`config.mk`:
```
export PLATFORM = sky130hd
export DESIGN_NAME = kgp_multicycle_seq
export DESIGN_NICKNAME = d
export VERILOG_FILES = /design/src/rtl/kgp_multicycle_seq.sv
export SDC_FILE = /design/constraint.sdc
export NUM_CORES = 1
export LEC_CHECK = 0
export CORE_ASPECT_RATIO = 0.75
export CORE_MARGIN = 3
export CORE_UTILIZATION = 37
export DETAILED_ROUTE_END_ITERATION = 10
export PLACE_DENSITY = 0.93
export RECOVER_POWER = 50
export SYNTH_ARGS = -nofsm -noshare
export SYNTH_HDL_FRONTEND = slang
export SYNTH_SLANG_ARGS = --single-unit
```
`constraint.sdc`:
```
create_clock -name clk -period 2.5 [get_ports clk]
set_input_delay 0.625 -clock clk [delete_from_list [all_inputs] [get_ports clk]]
set_output_delay 0.625 -clock clk [all_outputs]
set_load 0.01 [all_outputs]
```
`src/rtl/kgp_multicycle_seq.sv`:
```
// rtl/kgp_multicycle_seq.sv - KGP-RISC multi-cycle sequencer (FETCH/DECODE/EXEC/MEM/WB) with memory timeout.
// Optional retired-instruction counter enabled by KGP_SEQ_PERF_CNT_EN.
module kgp_multicycle_seq #(
    parameter logic [5:0] HALT_OP     = 6'b111111,
    parameter int         MEM_TIMEOUT = 15
) (
    input  logic        clk,
    input  logic        rst_n,
    input  logic        start,
    input  logic [5:0]  opcode,
    input  logic        mem_rd,
    input  logic        mem_wr,
    input  logic [1:0]  branch,
    input  logic        reg_wr,
    input  logic        branch_taken,
    input  logic        imem_ready,
    input  logic        dmem_ready,
    output logic        imem_req,
    output logic        dmem_req,
    output logic        dmem_we,
    output logic        ir_load,
    output logic        pc_en,
    output logic        pc_src_branch,
    output logic        rf_we,
    output logic [2:0]  state,
    output logic        busy,
    output logic        halted,
    output logic        err,
    output logic [31:0] instr_retired
);

    typedef enum logic [2:0] {
        S_IDLE   = 3'd0,
        S_FETCH  = 3'd1,
        S_DECODE = 3'd2,
        S_EXEC   = 3'd3,
        S_MEM    = 3'd4,
        S_WB     = 3'd5,
        S_HALT   = 3'd6,
        S_ERR    = 3'd7
    } state_t;

    // A zero timeout still needs a one-bit counter so the arithmetic stays legal.
    localparam int CW = (MEM_TIMEOUT > 0) ? $clog2(MEM_TIMEOUT + 1) : 1;
    localparam logic [CW-1:0] TO_MAX = CW'(MEM_TIMEOUT);
    localparam logic          TO_EN  = (MEM_TIMEOUT != 0);

    state_t        state_q, state_d;
    logic [CW-1:0] wait_q, wait_d;
    logic          timed_out;

    assign timed_out = TO_EN && (wait_q == TO_MAX);

    always_comb begin
        state_d       = state_q;
        wait_d        = wait_q;
        imem_req      = 1'b0;
        dmem_req      = 1'b0;
        dmem_we       = 1'b0;
        ir_load       = 1'b0;
        pc_en         = 1'b0;
        pc_src_branch = 1'b0;
        rf_we         = 1'b0;
        case (state_q)
            S_IDLE: begin
                if (start) begin
                    state_d = S_FETCH;
                    wait_d  = '0;
                end
            end
            S_FETCH: begin
                imem_req = 1'b1;
                if (imem_ready) begin
                    ir_load = 1'b1;
                    state_d = S_DECODE;
                end else if (timed_out) begin
                    state_d = S_ERR;
                end else begin
                    wait_d = wait_q + CW'(1);
                end
            end
            S_DECODE: begin
                state_d = (opcode == HALT_OP) ? S_HALT : S_EXEC;
            end
            S_EXEC: begin
                if (branch != 2'b00) begin
                    pc_en         = 1'b1;
                    pc_src_branch = branch_taken;
                    state_d       = S_FETCH;
                    wait_d        = '0;
                end else if (mem_rd || mem_wr) begin
                    state_d = S_MEM;
                    wait_d  = '0;
                end else if (reg_wr) begin
                    state_d = S_WB;
                end else begin
                    pc_en   = 1'b1;
                    state_d = S_FETCH;
                    wait_d  = '0;
                end
            end
            S_MEM: begin
                dmem_req = 1'b1;
                dmem_we  = mem_wr;
                if (dmem_ready) begin
                    // Stores and loads without a destination retire straight from MEM.
                    if (mem_wr || !reg_wr) begin
                        pc_en   = 1'b1;
                        state_d = S_FETCH;
                        wait_d  = '0;
                    end else begin
                        state_d = S_WB;
                    end
                end else if (timed_out) begin
                    state_d = S_ERR;
                end else begin
                    wait_d = wait_q + CW'(1);
                end
            end
            S_WB: begin
                rf_we   = 1'b1;
                pc_en   = 1'b1;
                state_d = S_FETCH;
                wait_d  = '0;
            end
            S_HALT:  state_d = S_HALT;
            S_ERR:   state_d = S_ERR;
            default: state_d = S_ERR;
        endcase
    end

    always_ff @(posedge clk or negedge rst_n) begin
        if (!rst_n) begin
            state_q <= S_IDLE;
            wait_q  <= '0;
        end else begin
            state_q <= state_d;
            wait_q  <= wait_d;
        end
    end

    assign state  = state_q;
    assign busy   = (state_q != S_IDLE) && (state_q != S_HALT) && (state_q != S_ERR);
    assign halted = (state_q == S_HALT);
    assign err    = (state_q == S_ERR);

`ifdef KGP_SEQ_PERF_CNT_EN
    logic [31:0] retired_q;

    always_ff @(posedge clk or negedge rst_n) begin
        if (!rst_n) begin
            retired_q <= '0;
        end else if (pc_en) begin
            retired_q <= retired_q + 32'd1;
        end
    end

    assign instr_retired = retired_q;
`else
    assign instr_retired = 32'd0;
`endif

endmodule

```
==> results_dict.tcl <==
set metrics [dict create \
    pwr-share-comb_pct 69.2 \
    p_leak_nw 0.569 \
    synth_edf_count 0 \
    cts_tree "yes" \
    worstPathRequired_ns 1.88 \
    skew_ns 0.00548 \
    crit_top_cell "clkdlybuf4s50_1" \
    hp-class "reg2reg" \
    synth_cell_type_count 36 \
    rsz0062_at_grt "false" \
    critical_path.endpoint_type "output pin" \
    outcome "finished clean" \
    grt_overflow_total 0 \
    total_power_mw 1.02 \
    gp_congestion 0.937 \
    rr_worst_depth 5 \
    worstMarginPinSlew_ns 0.654 \
    cap_violations 0 \
    synthCells 114 \
    worstSkewPairLatency_ns 0.25 \
    start_util_pct 41.4 \
    io_pins 62 \
    drt_iter0_markers 58 \
    yosysTopAreaCellShare_pct 27.4 \
    io_buffers 29 \
    yosysSeqAreaShare_pct 19.9 \
    dpl.hpwl_mm 1.97 \
    min_period_ns 2.41 \
    start_kind "primary input" \
    grt_pass1_wl_mm 3.59 \
    p_per_area_nw_per_um2 876 \
    final_layout_size_suffix_gt1_share_pct 11.7 \
    hold_viol 0 \
    yosys.area.top_type "buf_4" \
    ys.warnings.count 0 \
    switching_share_pct 46.0 \
    arrival_ns 1.78 \
    routed_wl_mm 2.38 \
    path_delay_family "buffers and inverters" \
    htreeDepth 1 \
    grt_use_total_pct 15.4 \
    path_cells "clkdlybuf4s50_1, and3_1, clkdlybuf4s50_1" \
    vias 883 \
    fin_tns_setup_ns 0 \
    setup_viol 0 \
    r2r-end "wait_q[1]" \
    num_rows 14 \
    post_drt_wl_per_cell_um 12.8 \
    holdPathEnd "wait_q[2]" \
    seq_power_share_pct 20.8 \
    multi_input_area_um2 539 \
    fin_nets 173 \
    worst-path-buf-inv 2 \
    cts-root-buf "clkbuf_4" \
    min_path_cells 2 \
    timing.rr.start "state[0]" \
    clk_pin_slew_worst_paths_ns 0.05 \
    cpPeakStageDelay_ns 0.53 \
    drtPass1Iterations 4 \
    synth_flop_cell "dfrtp_1" \
    ant_nets 0 \
    core-area_um2 2120 \
    peakVddDrop_uv 447 \
    syn2layout_area_growth_pct 31.9 \
    p_switching_mw 0.467 \
    hp-start "wait_q[2]" \
    cts_hold_buf 0 \
    synth_area_leaders "buf_4 27%, dfrtp_1 20%, a31oi_1 4.3%" \
    drv_slew 0 \
    postSynthAreaPerCell_um2 7.70 \
    die_w_um 62.3 \
    syn_area_um2 878 \
    fmax_mhz 415 \
    first_global_vias 797 \
    final.fill_count 204 \
    numCtsBuffers 3 \
    grt_max_degree 13 \
    finalCritPeriodShare_pct 96.3 \
    regArea_um2 175 \
    ff2ff_setup_slack_ns 0.53 \
    antenna_found_initial 0 \
    clkPwrFrac_pct 10.0 \
    clockBufferDepth 2 \
    die-area_um2 3000 \
    via_per_inst 4.75 \
    p_int_mw 0.548 \
    drc 0 \
    ys_seq_elements 7 \
    slowest_stage "clkdlybuf4s50_1" \
    slew_headroom_pct 56.3 \
    dieHeight_um 48.2 \
    worstPathMaxFanout 2 \
    async_flop_share_pct 100 \
    worst-setup-path-type "in2out" \
    diodes 0 \
    cts_sinks 7 \
]
[stage by stage]
step	instances	utilization [%]	hold WS, ns	instance area (µm²)	worst slack [ns]
finish	186	54.7	0.602	1160	0.0921
global placement	181	53.5	0.570	1130	-0.445
detailed placement	181	53.5	0.586	1130	-0.494
global route	186	54.7	0.633	1160	0.0413
floorplan	145	-	0.329	995	0.499
CTS	185	54.7	0.598	1160	0.00425
[cell usage after synthesis (3+ instances only)]
cell / instances
nand2b_1: 3
a31oi_1: 6
a21oi_1: 6
o21ai_0: 4
nor2_1: 7
a211oi_1: 3
and3_1: 3
nand2_1: 7
buf_4: 32
inv_1: 3
dfrtp_1: 7
nor3_1: 4
[cell usage in the layout, fill, tap and decap left out, drive strengths merged, types with 2 or more instances in the layout]
cell and instances:
a21oi 6, clkdlybuf4s50 21, nor4 2, and3 3, inv 3, or2 2, clkbuf 6, dfrtp 7
buf 10, and2 2, a211oi 3, dlygate4sd3 3, conb 32, nand3 2, nand2 7, nor3 4
dlymetal6s2s 3, nand2b 3, nor2 7, a31oi 6, o21ai 4
[worst min-delay path: stages (launching register included)]
cell and delay, ns:
dfrtp_1 0.39, a31oi_1 0.06, a21oi_1 0.11
[cells by family (layout without fill, tap and decap cells)]
group,after synthesis,count (layout),synth area share (%)
AO/OA/AOI/OAI,27,27,21.2
adder cells (fa/ha/maj),1,1,1.42
other,1,32,0.427
buffers and inverters,38,47,31.6
AND/OR/NAND/NOR,40,40,25.4
flip-flops,7,7,19.9
[sequential cells by signal, summed over array words and instances (netlist names)]
name,flops
state,3
wait_q,4
[power groups by stage]
stage / clock network, mW / registers, mW / logic, mW
final: 0.102 / 0.211 / 0.703
after floorplan: 0 / 0.213 / 0.448
after CTS: 0.104 / 0.209 / 0.712
after global routing: 0.112 / 0.220 / 0.759
after global placement: 0 / 0.206 / 0.695
after detailed placement: 0 / 0.211 / 0.719
[cell type report]
type	instances	area share [%]
Multi-Input combinational cell	100	46.5
Clock buffer	4	2.27
Inverter	3	0.972
Timing Repair Buffer	40	31.6
Sequential cell	7	15.1
Tap cell	32	3.46
[layer usage]
| layer | wire [µm] | global-route usage [%] |
|---|---|---|
| met5 | 0 | 0 |
| met1 | 963 | 17.9 |
| met4 | 0 | 2.63 |
| met2 | 1200 | 29.1 |
| met3 | 224 | 5.30 |
[timing repair]
item,4_1_cts,5_1_grt
resized for setup,8,4
hold endpoints to repair,0,0
pin swaps,0,3
setup buffers,0,1
setup endpoints to repair,2,3
[worst max-delay path by stage]
stage               startpoint       to  slack, ns  depth (start not counted)
global placement        mem_wr    pc_en      -0.44                          6
detailed placement      mem_wr    pc_en      -0.49                          6
finish              imem_ready  ir_load       0.09                          3
CTS                     mem_wr  dmem_we      0.004                          4
global route          state[1]     busy       0.04                          4
floorplan               mem_wr    pc_en       0.50                          4
Power figures use the tool's default switching activity.
